$ cat config.mk
export PLATFORM = sky130hd
export DESIGN_NAME = wb_writer
export DESIGN_NICKNAME = d
export VERILOG_FILES = /design/src/rtl/wb_writer.sv
export SDC_FILE = /design/constraint.sdc
export NUM_CORES = 1
export LEC_CHECK = 0
export CAP_MARGIN = 25
export CORE_AREA = 4 4 134 110
export DETAILED_ROUTE_END_ITERATION = 8
export DIE_AREA = 0 0 138 114
export PLACE_DENSITY = 0.76
export SLEW_MARGIN = 20
export SYNTH_ARGS = -nofsm -noshare
export SYNTH_HDL_FRONTEND = slang
export SYNTH_SLANG_ARGS = --single-unit
$ cat constraint.sdc
create_clock -name clk -period 3.1 [get_ports clk]
set_clock_uncertainty 0.15 [all_clocks]
set_input_delay 0.775 -clock clk [delete_from_list [all_inputs] [get_ports clk]]
set_output_delay 0.775 -clock clk [all_outputs]
set_load 0.02 [all_outputs]
$ cat src/rtl/wb_writer.sv
// Writeback merge of ALU and load results onto the register file write port.
// Optional busy scoreboard is enabled with `define WB_SCOREBOARD_EN.
module wb_writer #(
    parameter int LD_FIFO_DEPTH = 2,
    parameter int STARVE_LIMIT  = 8
) (
    input  logic        clk,
    input  logic        reset,
    input  logic        alu_valid_pi,
    input  logic [4:0]  alu_rd_pi,
    input  logic [31:0] alu_data_pi,
    input  logic        ld_valid_pi,
    output logic        ld_ready_po,
    input  logic [4:0]  ld_rd_pi,
    input  logic [31:0] ld_data_pi,
    input  logic        iss_valid_pi,
    input  logic [4:0]  iss_rd_pi,
    output logic        alu_stall_po,
    output logic        we_po,
    output logic [4:0]  destReg_po,
    output logic [31:0] writeData_po,
    output logic [31:0] busy_po
);
    localparam int AW = $clog2(LD_FIFO_DEPTH);
    localparam int CW = AW + 1;
    localparam logic [CW-1:0] DEPTH = CW'(LD_FIFO_DEPTH);
    localparam logic [7:0] LIMIT = 8'(STARVE_LIMIT);

    logic [4:0]  fifo_rd   [LD_FIFO_DEPTH];
    logic [31:0] fifo_data [LD_FIFO_DEPTH];
    logic [AW-1:0] wr_ptr, rd_ptr;
    logic [CW-1:0] count, count_nxt;
    logic [7:0]  starve, starve_nxt;
    logic        stall_nxt;
    logic        push, pop, fifo_empty;
    logic        sel_any, wr_en;
    logic [4:0]  sel_rd;
    logic [31:0] sel_data;

    assign ld_ready_po = !reset && (count < DEPTH);
    assign fifo_empty  = (count == '0);
    assign push        = ld_valid_pi && ld_ready_po;
    assign pop         = !alu_valid_pi && !fifo_empty;

    always_comb begin
        sel_any  = alu_valid_pi || pop;
        sel_rd   = alu_valid_pi ? alu_rd_pi : fifo_rd[rd_ptr];
        sel_data = alu_valid_pi ? alu_data_pi : fifo_data[rd_ptr];
        wr_en    = sel_any && (sel_rd != 5'd0);
    end

    always_comb begin
        count_nxt = count;
        case ({push, pop})
            2'b10:   count_nxt = count + 1'b1;
            2'b01:   count_nxt = count - 1'b1;
            default: count_nxt = count;
        endcase
    end

    // Counter saturates if upstream ignores the stall request.
    always_comb begin
        starve_nxt = starve;
        if (fifo_empty || pop)
            starve_nxt = 8'd0;
        else if (alu_valid_pi)
            starve_nxt = (starve >= LIMIT) ? LIMIT : starve + 8'd1;
        stall_nxt = alu_stall_po;
        if (pop)
            stall_nxt = 1'b0;
        else if (starve_nxt == LIMIT)
            stall_nxt = 1'b1;
    end

    always_ff @(posedge clk) begin
        if (push) begin
            fifo_rd[wr_ptr]   <= ld_rd_pi;
            fifo_data[wr_ptr] <= ld_data_pi;
        end
    end

    always_ff @(posedge clk) begin
        if (reset) begin
            wr_ptr       <= '0;
            rd_ptr       <= '0;
            count        <= '0;
            starve       <= 8'd0;
            alu_stall_po <= 1'b0;
            we_po        <= 1'b0;
            destReg_po   <= 5'd0;
            writeData_po <= 32'd0;
        end else begin
            if (push)
                wr_ptr <= wr_ptr + 1'b1;
            if (pop)
                rd_ptr <= rd_ptr + 1'b1;
            count        <= count_nxt;
            starve       <= starve_nxt;
            alu_stall_po <= stall_nxt;
            we_po        <= wr_en;
            if (wr_en) begin
                destReg_po   <= sel_rd;
                writeData_po <= sel_data;
            end
        end
    end

`ifdef WB_SCOREBOARD_EN
    logic [31:0] busy, busy_nxt;

    // Set is applied after clear so a same-cycle reissue stays busy.
    always_comb begin
        busy_nxt = busy;
        if (wr_en)
            busy_nxt[sel_rd] = 1'b0;
        if (iss_valid_pi && (iss_rd_pi != 5'd0))
            busy_nxt[iss_rd_pi] = 1'b1;
        busy_nxt[0] = 1'b0;
    end

    always_ff @(posedge clk) begin
        if (reset)
            busy <= 32'd0;
        else
            busy <= busy_nxt;
    end

    assign busy_po = busy;
`else
    logic unused_iss;
    assign unused_iss = ^{iss_valid_pi, iss_rd_pi};
    assign busy_po    = 32'd0;
`endif

endmodule

Yosys cells after proc, flatten, opt, wreduce, memory -nomap -nowiden
Memories as Yosys holds them, arrays and structs flattened. A register that Yosys moved wholly into a read port is not among the register bits.
Cells that the tools add are included.
Storage, ports and cells
  flip-flop bits (word level): 51
  RAM bits: 74
  input port bits: 84
  memories kept: 2
Cells by class
  $add $sub $neg: 5
  order comparisons: 2
  eq/ne operators: 3
  muxes and demuxes: 12
  reduce and logical (&&, ||, !) cells: 13
Memory list
  fifo_data: depth 2, width 32, read ports 1, clocked after Yosys merged registers in 1, write ports 1, line 30  | logic [31:0] fifo_data [LD_FIFO_DEPTH];
  fifo_rd: depth 2, width 5, read ports 1, clocked after Yosys merged registers in 1, write ports 1, line 29  | logic [4:0] fifo_rd [LD_FIFO_DEPTH];
Operator list (number)
  $mux 32: 1
  $mux 8: 3
  $add 8x1->8 const B: 1
  $eq 8x4->1 const B: 1
  $ge 8x4->1 const B: 1
  $mux 1: 6
  $mux 5: 1
  $reduce_bool 5->1: 1
  $logic_and 1x1->1: 4
  $pmux 2 s2: 1
  $logic_not 1->1: 3
  $add 1x1->1 const B: 2
  $add 2x1->2 const B: 1
  $eq 2x1->1 const B: 1
  $eq 2x2->1 const B: 1
  $logic_not 2->1: 1
  $logic_or 1x1->1: 2
  $lt 2x2->1 const B: 1
  $reduce_bool 2->1: 1
  $reduce_or 2->1: 1
  $sub 2x1->2 const B: 1

Depth between registers and ports, before layout
  word-level depth: 6
  mapped depth: 9
  depth with buffers taken out: 7

Worst setup path before layout
OpenSTA, ideal clock, no wires.
  kind: in2reg
  start point: input reset
  end point: memory fifo_data[0][0] (enable)
  setup time: 0.431 ns
  arrival: 3.116 ns
  slack: -0.597 ns
  stages: 4
  path through: clkbuf_1 -> nor2_1 -> nand2_1 -> nor2_1
On the way
  longest elaborated chain between the ends: 5
Ends and longest elaborated chain
  start: declaration: line 8  | input logic reset,
  $logic_not 1->1: line 40  | assign ld_ready_po = !reset && (count < DEPTH);
  $logic_and 1x1->1: line 40
  net ld_ready_po: line 13  | output logic ld_ready_po,
  $logic_and 1x1->1: line 42  | assign push = ld_valid_pi && ld_ready_po;
  $mux 1: line 76  | if (push) begin
  $mux 1 (implied by the code): line 78  | fifo_data[wr_ptr] <= ld_data_pi;
  end: declaration: line 30
The timed path passes the listed nets, and every way through them passes these cells.

Worst setup path after layout
  start point: input reset
  end point: output ld_ready_po
On the way
  longest elaborated chain between the ends: 2
Ends and longest elaborated chain (line)
  $logic_not 1->1: 40
  $logic_and 1x1->1: 40
  end: declaration: 13
Every way passes these cells.

==> flow_summary.ini <==
[status]
status = finished clean

[sta]
setup_viol = 0
report.final.slew_viol_count = 0
worst_slew_pin_slew_ns = 0.876
setup_slack_ns = 0.176
slew_headroom_pct = 41.5
rsz0062_at_grt = no
finalHoldViolCount = 0
fin_crit_sh_pct = 94.3
max_freq_mhz = 342
finalSetupTns_ns = 0
finalCriticalPeriod_ns = 2.92

[route]
num_vias = 4252
drtIter0Drc = 258
via_per_inst = 5.29
drc = 0
antenna_left = 0
first_pass_iters = 4
routedWlPerCell_um = 17.1
wl_um = 13700

[synth]
ys_seq_area_share_pct = 56.2
synthCells = 495
synth.ff_latch_count = 126
syn_area_per_cell_sq_um = 11.7
syn_area_sq_um = 5810
synthDistinctLibCells = 34
yosysWarnings = 0

[layout]
insertedDiodeCount = 0
nNetsFinal = 698
syn_to_final_growth_pct = 31.6
layout_common_cells = clkdlybuf4s50_1, edfxtp_1, dfxtp_1
layout_commonest_cell = clkdlybuf4s50_1
drive_gt1_share_pct = 14.1

[setup_path]
path_max_fanout = 3
worstSetupEndpointType = output pin
crit_required_ns = 2.17
critPathKind = in2out
cp.arrival_ns = 2.00
cp-start-kind = primary input

[place]
gp_congestion = 0.744
dpl_worst_slack_ns = 0.177
portBuffers = 117
dp_hpwl_um = 9340

[clock_network]
cts_buffers = 17
clkSinkCount = 126
post_cts_resized = 0
cts_tree = built
clk_latency_ns = 0.42
post_cts_buffers = 0
cts_buffer_depth = 2
root_buffer = clkbuf_16
cts_max_level = 4
cts_hold_buf = 0
clk_pin_slew_ns = 0.06

[min_path]
min_path_type = reg2reg

[die]
dieWidth_um = 138
die_area_sq_um = 15700
die_h_um = 114
core_sq_um = 13400
ioPinCount = 156
start_util_pct = 43.3
rows = 38

[power]
p_leak_nw = 2.84
ir_worst_vdd_v = 0.000475
power_density_nw_per_um2 = 769

[global_routing]
grt_pass1_vias = 4392
antenna_found_initial = 0
grt_use_total_pct = 17.7
grt_first_pass_wirelength_um = 21900
overflow = 0
grt_max_degree = 70

[flow_run]
maxCapViolCount = 0
layout make-up:
cell class / count / area [sq um]
Clock buffer: 22 / 518
Clock inverter: 10 / 72.6
Fill cell: 1097 / 5760
Inverter: 4 / 15.0
Multi-Input combinational cell: 329 / 2240
Sequential cell: 126 / 3260
Tap cell: 180 / 225
Timing Repair Buffer: 133 / 1310
power by group:
group          internal, mW  switching [mW]  total [mW]
clock                  1.19           0.735        1.92
sequential             2.05           0.224        2.27
combinational         0.787           0.888        1.68
worst max-delay path, cell delays in order:
cell,delay (ns)
clkdlybuf4s50_1,0.42
nor2_1,0.16
clkdlybuf4s50_1,0.64
sequential cells by signal, indices dropped and copies added, names as in the netlist, named ones only:
register	flops
starve	8
we_po	1
fifo_rd	10
destReg_po	5
wr_ptr	1
writeData_po	32
fifo_data	64
rd_ptr	1
alu_stall_po	1
count	2
metrics by stage:
| stage | power [mW] | util [%] | cell area, sq um | hold slack [ns] | cells |
|---|---|---|---|---|---|
| detailed placement | 3.98 | 52.6 | 7050 | 0.302 | 772 |
| finish | 5.87 | 57.0 | 7640 | 0.316 | 804 |
| CTS | 5.92 | 57.0 | 7640 | 0.315 | 804 |
| global placement | 3.91 | 52.6 | 7050 | 0.289 | 772 |
| global route | 6.15 | 57.0 | 7640 | 0.348 | 804 |
| floorplan | 3.30 | - | 5940 | 0.280 | 530 |
synthesized netlist by cell type (all sizes together):
master / instances / area (sq um)
a211oi: 2 / 25.0
nor2: 49 / 186
nor2b: 1 / 6.26
or4: 1 / 7.51
clkbuf: 22 / 82.6
and3: 2 / 12.5
a31oi: 3 / 18.8
ha: 3 / 37.5
or3: 2 / 12.5
a21oi: 6 / 30.0
inv: 4 / 15.0
or2: 2 / 12.5
nor3: 1 / 5.00
a32oi: 32 / 280
dfxtp: 52 / 1040
nand3: 34 / 170
nand4: 33 / 206
mux2: 35 / 394
buf: 49 / 364
xor2: 2 / 17.5
nand2b: 32 / 200
conb: 1 / 3.75
mux2i: 37 / 370
xnor2: 3 / 26.3
o21ai: 7 / 35.0
nand2: 6 / 25.0
edfxtp: 74 / 2220
worst paths after layout:
kind	start	to	slack, ns	depth (start not counted)
setup reg to reg	register	destReg_po[2]	0.57	5
hold reg to reg	starve[0]	starve[0]	0.32	1
setup / recovery	reset	ld_ready_po	0.18	3
hold / removal	starve[0]	starve[0]	0.32	1
routing by layer:
layer / global-route usage (%) / wire, um / up-vias
met3: 5.16 / 944 / 18
met2: 30.0 / 6540 / 185
li1: - / - / 2008
met5: 0 / 0 / -
met4: 7.04 / 215 / 0
met1: 21.4 / 6020 / 2041
cells by family (layout without fill, tap and decap cells):
family / count (synthesis) / in the layout / synth area share, %
AOI/OAI and AO/OA: 50 / 50 / 6.70
xor gates and xnor gates: 5 / 5 / 0.754
adders and majority gates: 3 / 3 / 0.646
buffers and inverters: 75 / 169 / 7.95
DFF: 126 / 126 / 56.2
muxes: 72 / 72 / 13.2
other: 1 / 36 / 0.0646
and+or+nand+nor: 163 / 163 / 14.5
Power figures use the tool's default switching activity.
